[src/rtl/fetch_pkg.sv]
// Shared types and constants for the instruction fetch stage.
package fetch_pkg;

  typedef enum logic {
    IDLE  = 1'b0,
    FETCH = 1'b1
  } fetch_state_t;

  localparam int unsigned WORD_BYTES = 4;

  // One queued instruction together with the PC it was fetched from.
  typedef struct packed {
    logic [31:0] pc;
    logic [31:0] inst;
  } fetch_entry_t;

endpackage

[src/rtl/fetch_fifo.sv]
// Synchronous DEPTH x fetch_entry_t FIFO with a registered head.
// Ports: clk, rst (sync, active-high), push/wdata, pop, flush (wins over push),
//        head_valid/head (registered head entry, holds last value when empty), level.
module fetch_fifo
  import fetch_pkg::*;
#(
  parameter  int unsigned DEPTH = 4,
  localparam int unsigned AW    = $clog2(DEPTH),
  localparam int unsigned LW    = $clog2(DEPTH) + 1
) (
  input  logic          clk,
  input  logic          rst,
  input  logic          push,
  input  fetch_entry_t  wdata,
  input  logic          pop,
  input  logic          flush,
  output logic          head_valid,
  output fetch_entry_t  head,
  output logic [LW-1:0] level
);

  fetch_entry_t   mem [DEPTH];
  logic [AW-1:0]  wr_ptr, rd_ptr, wr_ptr_n, rd_ptr_n;
  logic [LW-1:0]  level_n;
  logic           pop_ok, push_ok;
  fetch_entry_t   head_n;

  assign pop_ok  = pop && head_valid && !flush;
  assign push_ok = push && !flush;

  // Pointer/level update; the new head is looked up at the post-update read pointer.
  always_comb begin
    wr_ptr_n = wr_ptr;
    rd_ptr_n = rd_ptr;
    level_n  = level;
    if (flush) begin
      wr_ptr_n = '0;
      rd_ptr_n = '0;
      level_n  = '0;
    end else begin
      if (push_ok) wr_ptr_n = AW'(wr_ptr + AW'(1));
      if (pop_ok)  rd_ptr_n = AW'(rd_ptr + AW'(1));
      level_n = LW'(level + LW'(push_ok) - LW'(pop_ok));
    end
    // Write pointer meets the new read pointer only when the pushed entry becomes head.
    head_n = (push_ok && (wr_ptr == rd_ptr_n)) ? wdata : mem[rd_ptr_n];
  end

  always_ff @(posedge clk) begin
    if (push_ok) mem[wr_ptr] <= wdata;
  end

  always_ff @(posedge clk) begin
    if (rst) begin
      wr_ptr     <= '0;
      rd_ptr     <= '0;
      level      <= '0;
      head_valid <= 1'b0;
      head       <= '0;
    end else begin
      wr_ptr     <= wr_ptr_n;
      rd_ptr     <= rd_ptr_n;
      level      <= level_n;
      head_valid <= (level_n != '0);
      if (level_n != '0) head <= head_n;
    end
  end

endmodule

[src/rtl/instr_fetch_buffer.sv]
// Fetch stage: reads byte-wide imem, assembles big-endian words, queues {inst, pc}.
// Ports: clk, rst (sync, active-high); imem_req/imem_addr/imem_ack/imem_rdata byte memory;
//        inst_valid/inst_data/inst_pc/inst_ready consumer handshake; redir_valid/redir_pc
//        redirect+flush; fifo_level occupancy.
// Optional macro FETCH_PERF_CNT_EN adds perf_stall_cyc (full-FIFO idle cycles, saturating)
// and perf_flush_cnt (redirect cycles, wrapping).
module instr_fetch_buffer
  import fetch_pkg::*;
#(
  parameter  int unsigned DEPTH      = 4,
  parameter  logic [31:0] RESET_PC   = 32'h0000_0000,
  parameter  int unsigned IMEM_ABITS = 5,
  localparam int unsigned LW         = $clog2(DEPTH) + 1
) (
  input  logic          clk,
  input  logic          rst,
  output logic          imem_req,
  output logic [31:0]   imem_addr,
  input  logic          imem_ack,
  input  logic [7:0]    imem_rdata,
  output logic          inst_valid,
  output logic [31:0]   inst_data,
  output logic [31:0]   inst_pc,
  input  logic          inst_ready,
  input  logic          redir_valid,
  input  logic [31:0]   redir_pc,
`ifdef FETCH_PERF_CNT_EN
  output logic [31:0]   perf_stall_cyc,
  output logic [15:0]   perf_flush_cnt,
`endif
  output logic [LW-1:0] fifo_level
);

  if ((DEPTH < 2) || ((DEPTH & (DEPTH - 1)) != 0)) begin : g_bad_depth
    $error("DEPTH must be a power of two >= 2");
  end
  if ((IMEM_ABITS < 2) || (IMEM_ABITS > 32)) begin : g_bad_abits
    $error("IMEM_ABITS must be in 2..32");
  end

  fetch_state_t state, state_n;
  logic [31:0]  fetch_pc, fetch_pc_n, imem_addr_n;
  logic [1:0]   byte_idx, byte_idx_n;
  logic [23:0]  word_buf;
  logic         imem_req_n;
  logic         ack_ok, word_done, pop_fire;
  logic [LW-1:0] level_after;
  fetch_entry_t push_entry, head;

  // An ack counts only while requesting and not being redirected.
  assign ack_ok      = imem_req && imem_ack && !redir_valid;
  assign word_done   = ack_ok && (byte_idx == 2'(WORD_BYTES - 1));
  assign pop_fire    = inst_valid && inst_ready && !redir_valid;
  assign level_after = LW'(fifo_level + LW'(word_done) - LW'(pop_fire));
  assign push_entry  = '{pc: fetch_pc, inst: {word_buf, imem_rdata}};

  // Next-state: redirect first, then IDLE/FETCH sequencing.
  always_comb begin
    state_n    = state;
    fetch_pc_n = fetch_pc;
    byte_idx_n = byte_idx;
    imem_req_n = imem_req;
    if (redir_valid) begin
      state_n    = FETCH;
      fetch_pc_n = {redir_pc[31:2], 2'b00};
      byte_idx_n = '0;
      imem_req_n = 1'b0;
    end else begin
      unique case (state)
        IDLE: begin
          if (fifo_level < LW'(DEPTH)) begin
            state_n    = FETCH;
            imem_req_n = 1'b1;
          end
        end
        FETCH: begin
          imem_req_n = 1'b1;
          if (ack_ok) begin
            byte_idx_n = 2'(byte_idx + 2'd1);
            if (word_done) begin
              fetch_pc_n = fetch_pc + 32'(WORD_BYTES);
              if (level_after == LW'(DEPTH)) begin
                state_n    = IDLE;
                imem_req_n = 1'b0;
              end
            end
          end
        end
        default: state_n = IDLE;
      endcase
    end
    imem_addr_n = fetch_pc_n + 32'(byte_idx_n);
  end

  always_ff @(posedge clk) begin
    if (rst) begin
      state     <= IDLE;
      fetch_pc  <= RESET_PC;
      byte_idx  <= '0;
      word_buf  <= '0;
      imem_req  <= 1'b0;
      imem_addr <= RESET_PC;
    end else begin
      state     <= state_n;
      fetch_pc  <= fetch_pc_n;
      byte_idx  <= byte_idx_n;
      imem_req  <= imem_req_n;
      imem_addr <= imem_addr_n;
      // Bytes 0..2 shift in MSB-first; byte 3 is taken straight from imem_rdata.
      if (ack_ok) word_buf <= {word_buf[15:0], imem_rdata};
    end
  end

`ifdef FETCH_PERF_CNT_EN
  always_ff @(posedge clk) begin
    if (rst) begin
      perf_stall_cyc <= '0;
      perf_flush_cnt <= '0;
    end else begin
      if ((state == IDLE) && (fifo_level == LW'(DEPTH)) && (perf_stall_cyc != '1))
        perf_stall_cyc <= perf_stall_cyc + 32'd1;
      if (redir_valid) perf_flush_cnt <= perf_flush_cnt + 16'd1;
    end
  end
`endif

  fetch_fifo #(.DEPTH(DEPTH)) u_fifo (
    .clk        (clk),
    .rst        (rst),
    .push       (word_done),
    .wdata      (push_entry),
    .pop        (inst_ready),
    .flush      (redir_valid),
    .head_valid (inst_valid),
    .head       (head),
    .level      (fifo_level)
  );

  assign inst_data = head.inst;
  assign inst_pc   = head.pc;

endmodule
[config.mk]
export PLATFORM = sky130hd
export DESIGN_NAME = instr_fetch_buffer
export DESIGN_NICKNAME = d
export VERILOG_FILES = /design/src/rtl/fetch_pkg.sv /design/src/rtl/fetch_fifo.sv /design/src/rtl/instr_fetch_buffer.sv
export SDC_FILE = /design/constraint.sdc
export NUM_CORES = 1
export LEC_CHECK = 0
export ABC_AREA = 0
export CORE_UTILIZATION = 39
export DETAILED_ROUTE_END_ITERATION = 10
export SYNTH_ARGS = -nofsm -noshare
export SYNTH_HDL_FRONTEND = slang
export SYNTH_SLANG_ARGS = --single-unit
[constraint.sdc]
create_clock -name clk -period 8.3 [get_ports clk]
set_input_delay 1.245 -clock clk [delete_from_list [all_inputs] [get_ports clk]]
set_output_delay 1.245 -clock clk [all_outputs]
set_load 0.05 [all_outputs]
Yosys cells after proc, flatten, opt, wreduce, memory -nomap -nowiden:

Memories as Yosys holds them, arrays and structs flattened. A register that Yosys moved wholly into a read port is not among the register bits.
Index checks and enable logic that the tools add are counted.

* logic and storage cells: 54
* register bits after elaboration: 100
* memories kept: 1
* output and inout port bits: 101
* memory bits (writable): 256

Memory list
* u_fifo.mem: depth 4, width 64, rd ports 1, clocked after memory_dff 1, write ports 1, line fetch_fifo.sv:22 `fetch_entry_t mem [DEPTH];`

* reductions and logical operators: 9
* equality and inequality tests: 3
* multiplexer cells: 20
* bitwise operators: 1
* add/subtract/negate cells: 9
* order comparisons: 1

Operators by type and width (number)
* $mux W32: 4
* $add A32 B2 Y32: 1
* $add A32 B3 Y32 const B: 1
* $mux W2: 5
* $mux W1: 8
* $add A2 B1 Y2 const B: 3
* $add A3 B1 Y3: 2
* $logic_and A1 B1 Y1: 6
* $sub A3 B1 Y3: 2
* $pmux W1 S2: 2
* $eq A3 B3 Y1 const B: 1
* $lt A3 B3 Y1 const B: 1
* $mux W3: 1
* $reduce_bool A3 Y1: 1
* $eq A2 B2 Y1 const B: 1
* $ne A2 B2 Y1 const B: 1
* $reduce_or A2 Y1: 1
* $logic_not A1 Y1: 1
* $not A1 Y1: 1

Longest topological paths before layout:

Gate-level depths: netlist of the first run.

* depth after elaboration: 11
* mapped depth: 17

By module:

A second synthesis of the first run with hierarchy kept.

* cells, all modules: 1315
* area, all modules: 17224.0 µm²

By module, submodules not included
* fetch_fifo: times used 1, sequential area each 9128.8 µm², cells an instance 760, area each 12565.8 µm²
* instr_fetch_buffer: times used 1, sequential area each 1841.8 µm², cells an instance 555, area each 4658.2 µm²

Worst setup path after synthesis of the first run:

OpenSTA, ideal clock, no wires.

* path kind: input port to flip-flop
* start point: in redir_valid
* end point: reg, netlist name u_fifo.head[0]
* arrival time: 5.186 ns
* cell stages on the path: 17
* library setup time: 0.074 ns
* data required time: 8.226 ns
* slack: 3.040 ns
* cell sequence: clkbuf_1 -> clkbuf_1 -> buf_1 -> clkbuf_1 -> clkbuf_1 -> clkbuf_1 -> nor2_1 -> ha_1 -> inv_1 -> ha_1 -> fa_1 -> xnor2_1 -> or3_1 -> a21oi_1 -> clkbuf_1 -> nand2_1 -> o21ai_0

* word-level cells in the longest chain between the ends: 8

RTL lines
* start: declaration: line instr_fetch_buffer.sv:25 `input logic redir_valid,`
* $logic_not A1 Y1: line fetch_fifo.sv:28, fetch_fifo.sv:29, instr_fetch_buffer.sv:51
* $logic_and A1 B1 Y1: line instr_fetch_buffer.sv:51 `assign ack_ok = imem_req && imem_ack && !redir_valid;`
* $logic_and A1 B1 Y1: line instr_fetch_buffer.sv:52 `assign word_done = ack_ok && (byte_idx == 2'(WORD_BYTES - 1));`
* $logic_and A1 B1 Y1: line fetch_fifo.sv:29 `assign push_ok = push && !flush;`
* $add A3 B1 Y3: line fetch_fifo.sv:43 `level_n = LW'(level + LW'(push_ok) - LW'(pop_ok));`
* $sub A3 B1 Y3: line fetch_fifo.sv:43
* $mux W3: line fetch_fifo.sv:36 `if (flush) begin`
* $reduce_bool A3 Y1: line fetch_fifo.sv:65 `if (level_n != '0) head <= head_n;`

Several ways; a longest one is shown, not always the timed one.
A chain may end at the register's enable or synchronous reset.

Worst setup path after layout of the first run:

* start point: in imem_ack
* end point: reg imem_addr[30]

* word-level cells in the longest chain between the ends: 8

RTL lines
* start: declaration: line instr_fetch_buffer.sv:19 `input logic imem_ack,`
* $logic_and A1 B1 Y1 (*) (2 in series): line instr_fetch_buffer.sv:51
* $logic_and A1 B1 Y1: line instr_fetch_buffer.sv:52
* $mux W32: line instr_fetch_buffer.sv:80 `if (word_done) begin`
* $mux W32: line instr_fetch_buffer.sv:78 `if (ack_ok) begin`
* $mux W32: line instr_fetch_buffer.sv:69 `unique case (state)`
* $mux W32: line instr_fetch_buffer.sv:63 `if (redir_valid) begin`
* $add A32 B2 Y32 (*): line instr_fetch_buffer.sv:92 `imem_addr_n = fetch_pc_n + 32'(byte_idx_n);`
* end signal: assignment: line instr_fetch_buffer.sv:108 `imem_addr <= imem_addr_n;`
* end: declaration: line instr_fetch_buffer.sv:18 `output logic [31:0] imem_addr,`

Every way passes the cells marked *; elsewhere a longest branch is shown, timed or not.

==> impl_metrics.ini, run 1 <==
[place]
place_ws_ns = 2.85
hpwl_um = 23800
gp_congestion = 0.793
dp_cells = 2174
port_buffers = 143
place_area_um2 = 19100

[clock_tree]
cts-root-buf = clkbuf_16
cts_max_path_buffers = 3
clk_pin_slew_ns = 0.06
htree_levels = 2
cts_hold_buf = 0
cts_tree = yes
cts.sinks = 420
post_cts_buffers = 0
cts_resized = 0
clk_latency_ns = 0.58
cts_buffers = 45

[floorplan]
coreArea_um2 = 43300
pin_count = 146
rows = 76
die_h_um = 212
die-area_um2 = 44900
initial_core_util_pct = 39.7
die_w_um = 212

[synth]
avgSynthCellArea_um2 = 11.2
synth_cell_types = 61
synth_edf_count = 256
async_flop_share_pct = 0
syn-num-nets = 1595
synth_cells = 1535
yosysSeqAreaShare_pct = 63.9
synth_top_area_share_pct = 44.8
ys_seq_elements = 420
ys.flop_type = edfxtp_1
yosysWarnings = 0
netlist_area_um2 = 17200
yosys.area.top_type = edfxtp_1
synth.area.top_cells = edfxtp_1 45%, dfxtp_1 19%, nand2_1 6.3%

[power]
netSwitchingFraction_pct = 21.6
sequentialPowerShare_pct = 51.1
switchingPower_mw = 0.952
intPower_mw = 3.47
p_leak_nw = 6.89
comb_power_share_pct = 3.9
power_frac_clock_pct = 45.1
total_power_mw = 4.42
ir_drop_uv = 174
powerDensity_nw_per_um2 = 215

[run]
max-cap-violations = 0

[status]
outcome = completed

[routing]
drtPass1Iterations = 5
vias = 11989
routed_wl_um = 41500
antenna_left = 0
drcViolationCount = 0
routedWlPerCell_um = 18.4
drt_iter0_drc = 723
via_per_inst = 5.31

[grt]
grt_usage_pct = 18.8
overflow = 0
grt_start_max_net_pins = 129
grt_pass1_wl_um = 65600
antenna_found_initial = 0
grt_pass1_vias = 12010

[hold_path]
min_path_cells = 2
holdPathEnd = u_fifo.head[19]$_SDFFE_PP0P_
hp-start = u_fifo.head[19]$_SDFFE_PP0P_
hp-class = reg -> reg

[critical_path]
cp-start-kind = input port
worstSetupPathType = in -> reg
rr_endpoint = imem_addr[30]$_SDFF_PP0_
worstReg2RegStart = byte_idx[0]$_SDFF_PP0_
r2r_setup_slack_ns = 3.92
cp-end-kind = flop
critPathMaxFanout = 21
critPathRequiredTime_ns = 8.78
reg2reg_depth = 9
arrival_ns = 5.40

[cells_and_area]
regArea_um2 = 11000
multi_input_comb_area_um2 = 5750
design_area_um2 = 20600
nFillCells = 3904
syn2layout_area_growth_pct = 19.7
antennaDiodeCount = 0
drive_above_1_share_pct = 6.69
fin_nets = 1696
fin_util_pct = 47.5
stdcell_count = 2258

[timing]
maxSlewViolCount = 0
finClkSkew_ns = 0.0210
clock.fmax_mhz = 203
rsz0062_at_grt = no
tightest_slew_ns = 1.05
setup_viol = 0
fin_setup_tns_ns = 0
slew_headroom_pct = 30.1
layout_setup_ws_ns = 3.38
hold_violations = 0
finalWorstPathRequiredPeriod_ns = 4.92
whs_ns = 0.448
finalCritPeriodShare_pct = 59.2
## critical path, stage by stage
cell             delay (ns)
clkdlybuf4s50_1        0.55
nand4_2                0.44
nor4_1                 0.97
xnor2_1                0.21
a2111o_1               0.51
nor4_4                 0.43
nand3_1                0.32
or4_1                  0.55
a21oi_1                0.17
## logic make-up (layout without fill, tap and decap cells)
logic type / after synthesis / count (layout) / share of synthesized area (%)
fa+ha+maj: 15 / 15 / 1.22
mux: 1 / 1 / 0.0583
xor+xnor: 38 / 38 / 1.94
compound gates: 374 / 374 / 14.3
flops: 420 / 420 / 63.9
buf+inv: 127 / 265 / 2.87
simple gates: 560 / 560 / 15.7
## state kept, by name, summed over array words and instances, names as in the netlist
| name | count |
|---|---|
| u_fifo.head | 64 |
| u_fifo.head_valid | 1 |
| imem_req | 1 |
| fetch_pc | 32 |
| u_fifo.level | 3 |
| u_fifo.rd_ptr | 2 |
| imem_addr | 32 |
| state | 1 |
| u_fifo.mem | 256 |
| word_buf | 24 |
| u_fifo.wr_ptr | 2 |
| byte_idx | 2 |
## area by class of cell
type	count	area share, %
Timing Repair Buffer	159	7.56
Multi-Input combinational cell	988	28.0
Clock buffer	65	6.09
Clock inverter	19	1.05
Inverter	22	0.402
Sequential cell	420	53.4
Tap cell	585	3.56
## per-layer routing
layer	track usage, %	part of all wire, %
met3	3.53	5.4
met5	0	0
met2	30.8	47
met1	25.1	46
met4	5.82	1.9
## cell usage after synthesis (2+ instances only)
cell / instances
or4_1: 10
nor4_4: 2
inv_1: 21
nand4_2: 2
nand2b_1: 9
a211oi_1: 65
ha_1: 12
nand2_1: 287
buf_6: 2
or3_1: 4
a21o_1: 4
nor2b_1: 12
and3b_1: 2
nor3_1: 8
clkbuf_1: 93
or4_4: 2
dfxtp_1: 164
o21ai_0: 81
o211ai_1: 6
nand4_1: 17
or2_2: 5
xor2_1: 11
o31ai_1: 12
and3_1: 10
nor4_1: 13
nand4b_1: 4
and2_1: 69
a31oi_1: 5
o31a_1: 6
and4_1: 5
a311oi_1: 64
nor3_2: 2
buf_1: 9
o21a_1: 4
xnor2_1: 27
nand3_1: 28
edfxtp_1: 256
a21oi_1: 111
fa_1: 3
nor2_1: 65
a31o_2: 3
## worst max-delay path by stage
| stage | start | end | slack (ns) | cells past startpoint |
|---|---|---|---|---|
| after floorplan | redir_valid | u_fifo.head[0]$_SDFFE_PP0P_ | 3.04 | 17 |
| after global placement | imem_ack | imem_addr[31]$_SDFF_PP0_ | 2.89 | 9 |
| after detailed placement | imem_ack | u_fifo.head[40]$_SDFFE_PP0P_ | 2.85 | 12 |
| after CTS | imem_ack | imem_addr[30]$_SDFF_PP0_ | 3.45 | 9 |
| after global routing | imem_ack | u_fifo.head[48]$_SDFFE_PP0P_ | 3.09 | 12 |
| final | imem_ack | imem_addr[30]$_SDFF_PP0_ | 3.38 | 9 |
## cell usage in the layout (no fill, tap or decap), drive strengths merged, types with 10 or more instances in the layout
cell           Yosys  layout
and2              69      69
clkbuf            93      65
nand2            287     287
a311oi            64      64
a211oi            66      66
buf               12      18
o31ai             13      13
clkinv             0      14
inv               22      23
dfxtp            164     164
or4               12      12
xnor2             27      27
nor2b             12      12
ha                12      12
nor4              15      15
o21ai             81      81
a21oi            111     111
nand3             28      28
clkdlybuf4s50      0     141
xor2              11      11
nor3              10      10
nor2              65      65
and3              10      10
edfxtp           256     256
nand4             20      20
## power groups by stage
| stage | sequential [mW] | combinational (mW) | clock (mW) |
|---|---|---|---|
| after global routing | 2.26 | 0.185 | 2.12 |
| after detailed placement | 2.30 | 0.171 | 0 |
| after CTS | 2.25 | 0.172 | 2.04 |
| final | 2.26 | 0.172 | 1.99 |
| after global placement | 2.30 | 0.170 | 0 |
| after floorplan | 2.32 | 0.0743 | 0 |
No activity file was read; power rests on OpenSTA's default activity.
==> inputs of run 2 (changes only) <==
clock period = 4.2 ns   (was 8.3 ns; I/O delays follow)
==> run 2 against run 1 <==
Net effect: sequential share of layout area down 0.95 points; first-iteration DRC count down 0.97%; core utilization increased by 0.86 points; clock skew fell by 0.00066 ns; total power increased by 97%; largest cell class unchanged; setup slack worse by 3.0 ns.
==> impl_metrics.ini, run 2 (synthesis results as in run 1) <==
[critical_path]
cp-end-kind = flop
rr_endpoint = imem_addr[31]$_SDFF_PP0_
critPathRequiredTime_ns = 4.69
cp-startpoint = fetch_pc[2]$_SDFF_PP0_
worstReg2RegStart = fetch_pc[2]$_SDFF_PP0_
crit_end = imem_addr[31]$_SDFF_PP0_
r2r_setup_slack_ns = 0.39
cp-start-kind = flop
reg2reg_depth = 9
worstSetupPathType = reg -> reg
critPathMaxFanout = 12
arrival_ns = 4.30

[cells_and_area]
mostFrequentLayoutCells = 286 x nand2_1, 256 x edfxtp_1, 164 x dfxtp_1
reg_top3 = u_fifo.mem: 256 flops, u_fifo.head: 64 flops
regMostFlops = u_fifo.mem
design_area_um2 = 20900
largest_register_ffs = 256
drive_above_1_share_pct = 8.69
antennaDiodeCount = 0
final_common_cell = nand2_1
stdcell_count = 2289
fin_util_pct = 48.4
fin_nets = 1729
syn2layout_area_growth_pct = 21.9

[timing]
maxSlewViolCount = 0
hold_violations = 0
layout_setup_ws_ns = 0.388
setup_viol = 0
tightest_slew_ns = 0.767
clock.fmax_mhz = 262
finalWorstPathRequiredPeriod_ns = 3.81
finalCritPeriodShare_pct = 90.8
rsz0062_at_grt = no
fin_setup_tns_ns = 0
finClkSkew_ns = 0.0203
slew_headroom_pct = 48.9

[grt]
overflow = 0
grt_usage_pct = 18.7
antenna_found_initial = 0
grt_pass1_wl_um = 65200
grt_pass1_vias = 11864
grt_start_max_net_pins = 129

[routing]
routedWlPerCell_um = 18.0
drtPass1Iterations = 5
vias = 12021
via_per_inst = 5.25
antenna_left = 0
drt_iter0_drc = 716
routed_wl_um = 41200
drcViolationCount = 0

[clock_tree]
cts_tree = yes
htree_levels = 2
clk_pin_slew_ns = 0.06
cts_resized = 0
post_cts_buffers = 0
cts_max_path_buffers = 3
cts_buffers = 44
cts_hold_buf = 0
clk_latency_ns = 0.57
cts-root-buf = clkbuf_16
cts.sinks = 420

[hold_path]
hp-class = reg -> reg

[power]
p_leak_nw = 7.10
ir_drop_uv = 291
powerDensity_nw_per_um2 = 416

[place]
hpwl_um = 24500
dp_cells = 2208
gp_congestion = 0.789
place_ws_ns = 0.0289
port_buffers = 143
place_area_um2 = 19500

[floorplan]
die_w_um = 212
die-area_um2 = 44900
coreArea_um2 = 43300
initial_core_util_pct = 39.7
rows = 76
pin_count = 146
die_h_um = 212

[run]
max-cap-violations = 0

[status]
outcome = completed
## run 2: cell count changes in the layout (fill, tap and decap cells not counted), sizes merged
cell      delta
clkbuf       +1
bufinv       -1
clkinvlp     +1
inv          -1
clkinv       -3
buf         +34
## run 2: layout make-up
class / instances / area [um^2]
fill: 3904 / 22300
sequential: 420 / 11000
multi-input combinational: 988 / 5750
timing repair buffer: 193 / 1930
clock buffer: 66 / 1300
tap: 585 / 732
clock inverter: 15 / 164
inverter: 22 / 82.6
## run 2: worst min path at each step
stage / startpoint / to / slack [ns] / depth (start not counted)
final: u_fifo.head[31]$_SDFFE_PP0P_ / u_fifo.head[31]$_SDFFE_PP0P_ / 0.45 / 2
after global routing: u_fifo.head[24]$_SDFFE_PP0P_ / u_fifo.head[24]$_SDFFE_PP0P_ / 0.48 / 2
after CTS: u_fifo.head[31]$_SDFFE_PP0P_ / u_fifo.head[31]$_SDFFE_PP0P_ / 0.46 / 2
after detailed placement: u_fifo.head[31]$_SDFFE_PP0P_ / u_fifo.head[31]$_SDFFE_PP0P_ / 0.44 / 2
after global placement: u_fifo.head[31]$_SDFFE_PP0P_ / u_fifo.head[31]$_SDFFE_PP0P_ / 0.44 / 2
after floorplan: fetch_pc[9]$_SDFF_PP0_ / u_fifo.mem[0][41]$_DFFE_PP_ / 0.46 / 0
## run 2: per-stage QoR
stage / total power [mW] / hold WS [ns]
final: 8.70 / 0.449
after global routing: 8.99 / 0.484
after CTS: 8.79 / 0.456
after detailed placement: 4.90 / 0.442
after global placement: 4.89 / 0.436
after floorplan: 4.73 / 0.458
## run 2: critical path, stage by stage (launching register included)
cell and delay, ns:
dfxtp_1 0.60, ha_1 0.33, nand4_2 0.19, or4_1 0.62, nor2_1 0.18, xnor2_1 0.11
o41ai_2 0.55, nand3_1 0.38, or4_1 0.59, a21oi_1 0.17
## run 2: per-layer routing
metal	GRT usage, %	share of wire, %	vias to the layer above
met3	3.77	4.9	51
li1	-	-	5887
met5	0	0	-
met4	4.90	1.8	0
met1	25.5	47	5812
met2	30.3	46	271
## run 2: power breakdown
part | switching [mW] | internal (mW) | leakage (nW)
Clock | 1.57 | 2.32 | 0.714
Sequential | 0.0612 | 4.39 | 3.71
Combinational | 0.219 | 0.140 | 2.68
==> inputs of run 3 (changes only) <==
CORE_UTILIZATION = 52   (was 39)
PLACE_DENSITY = 0.76   (was unset)
==> run 3 against run 2 <==
Net effect: routed wire length is 5.5% lower; total power is 2.1% lower; final cell count fell by 6.5%; sequential power barely moved; setup slack better by 0.075 ns; die area down 25%; hold slack lost 0.031 ns; global-route usage rose by 4.6 points; fmax up 2.0%; non-clock buffer count decreased by 6; first-iteration DRC count is 37% higher; sequential share of layout area grew 0.85 points.
==> impl_metrics.ini, run 3 (synthesis results as in run 1) <==
[cells_and_area]
stdcell_count = 2141
drive_above_1_share_pct = 8.30
reg_top3 = u_fifo.mem: 256 flops, u_fifo.head: 64 flops
regArea_um2 = 11000
fin_nets = 1723
multi_input_comb_area_um2 = 5750
syn2layout_area_growth_pct = 19.9
largest_register_ffs = 256
antennaDiodeCount = 0
nFillCells = 2494
regMostFlops = u_fifo.mem
mostFrequentLayoutCells = 286 x nand2_1, 256 x edfxtp_1, 164 x dfxtp_1
final_common_cell = nand2_1

[clock_tree]
cts_buffers = 44
cts_max_path_buffers = 3
clk_latency_ns = 0.54
cts_resized = 0
cts-root-buf = clkbuf_16
cts_hold_buf = 0
htree_levels = 2
clk_pin_slew_ns = 0.06
cts.sinks = 420
post_cts_buffers = 0
cts_tree = yes

[timing]
maxSlewViolCount = 0
finalWorstPathRequiredPeriod_ns = 3.74
slew_headroom_pct = 40.3
clock.fmax_mhz = 268
setup_viol = 0
fin_setup_tns_ns = 0
rsz0062_at_grt = no
finalCritPeriodShare_pct = 89.0
hold_violations = 0
finClkSkew_ns = 0.0166
tightest_slew_ns = 0.895

[floorplan]
die_w_um = 184
die_h_um = 184
rows = 66
pin_count = 146
initial_core_util_pct = 52.8
die-area_um2 = 33800
coreArea_um2 = 32500

[critical_path]
cp-start-kind = flop
cp-startpoint = byte_idx[0]$_SDFF_PP0_
worstReg2RegStart = byte_idx[0]$_SDFF_PP0_
critPathMaxFanout = 16
reg2reg_depth = 10
rr_endpoint = imem_addr[31]$_SDFF_PP0_
cp-end-kind = flop
crit_end = imem_addr[31]$_SDFF_PP0_
arrival_ns = 4.19
worstSetupPathType = reg -> reg
critPathRequiredTime_ns = 4.65
r2r_setup_slack_ns = 0.46

[power]
netSwitchingFraction_pct = 21.3
ir_drop_uv = 375
powerDensity_nw_per_um2 = 414
p_leak_nw = 7.02
switchingPower_mw = 1.81
power_frac_clock_pct = 43.6
comb_power_share_pct = 4.2
sequentialPowerShare_pct = 52.3
intPower_mw = 6.70

[place]
dp_cells = 2059
gp_congestion = 0.842
hpwl_um = 22600
port_buffers = 143

[routing]
via_per_inst = 5.77
drtPass1Iterations = 5
routedWlPerCell_um = 18.2
vias = 12350
drcViolationCount = 0
antenna_left = 0
drt_iter0_drc = 978
routed_wl_um = 38900

[grt]
grt_usage_pct = 23.3
overflow = 0
grt_pass1_wl_um = 62200
antenna_found_initial = 0
grt_pass1_vias = 12149
grt_start_max_net_pins = 129

[status]
outcome = completed

[hold_path]
hp-class = in -> reg

[run]
max-cap-violations = 0
run 3: cell count changes in the layout (fill, tap and decap cells not counted), sizes merged:
cell / change
clkinvlp: -1
clkinv: +3
buf: -6
clkbuf: -4
bufinv: -1
inv: +4
run 3: final cells by class:
| cell class | count | area share [%] |
|---|---|---|
| flip-flops and latches | 420 | 53.3 |
| multi-input cells | 988 | 27.9 |
| repair buffers | 187 | 8.99 |
| clock buffers | 62 | 5.97 |
| well taps | 442 | 2.68 |
| clock inverters | 20 | 0.771 |
| inverters | 22 | 0.401 |
run 3: through the flow:
| step | hold slack, ns | cell area (um^2) | setup WS (ns) | power (mW) | utilization [%] |
|---|---|---|---|---|---|
| 6_report | 0.417 | 20600 | 0.462 | 8.52 | 63.3 |
| 4_1_cts | 0.392 | 20600 | 0.472 | 8.58 | 63.3 |
| 3_5_place_dp | 0.442 | 19200 | 0.0524 | 4.89 | 59.0 |
| 5_1_grt | 0.399 | 20600 | 0.132 | 8.78 | 63.3 |
| 3_3_place_gp | 0.437 | 19200 | 0.0995 | 4.88 | 59.0 |
| 2_1_floorplan | 0.458 | 17200 | 0.0710 | 4.73 | - |
run 3: worst min-delay path by stage:
stage / start / end / slack (ns) / cells after the start
6_report: rst / fetch_pc[16]$_SDFF_PP0_ / 0.42 / 2
3_5_place_dp: u_fifo.head[4]$_SDFFE_PP0P_ / u_fifo.head[4]$_SDFFE_PP0P_ / 0.44 / 2
3_3_place_gp: u_fifo.head[16]$_SDFFE_PP0P_ / u_fifo.head[16]$_SDFFE_PP0P_ / 0.44 / 2
4_1_cts: rst / fetch_pc[16]$_SDFF_PP0_ / 0.39 / 2
2_1_floorplan: fetch_pc[9]$_SDFF_PP0_ / u_fifo.mem[0][41]$_DFFE_PP_ / 0.46 / 0
5_1_grt: rst / state$_SDFF_PP0_ / 0.40 / 2
run 3: worst max-delay path, cell delays in order (launching register included):
cell and delay (ns):
dfxtp_1 0.36, ha_1 0.34, nand4_2 0.22, buf_4 0.25, or4_1 0.60, nor2_1 0.15, xnor2_1 0.12, o41ai_2 0.52
nand3_1 0.35, or4_1 0.58, a21oi_1 0.16
run 3: power groups by stage:
stage / logic [mW] / clock network [mW] / registers [mW]
final: 0.354 / 3.71 / 4.45
after global routing: 0.380 / 3.94 / 4.46
after CTS: 0.353 / 3.78 / 4.45
after detailed placement: 0.349 / 0 / 4.54
after global placement: 0.346 / 0 / 4.54
after floorplan: 0.148 / 0 / 4.59
run 3: layer usage:
layer / global-route usage, % / vias to the layer above / wire [um]
met2: 38.2 / 420 / 18100
li1: - / 5878 / -
met3: 4.04 / 85 / 2380
met4: 8.53 / 0 / 1120
met5: 0 / - / 0
met1: 31.2 / 5967 / 17300
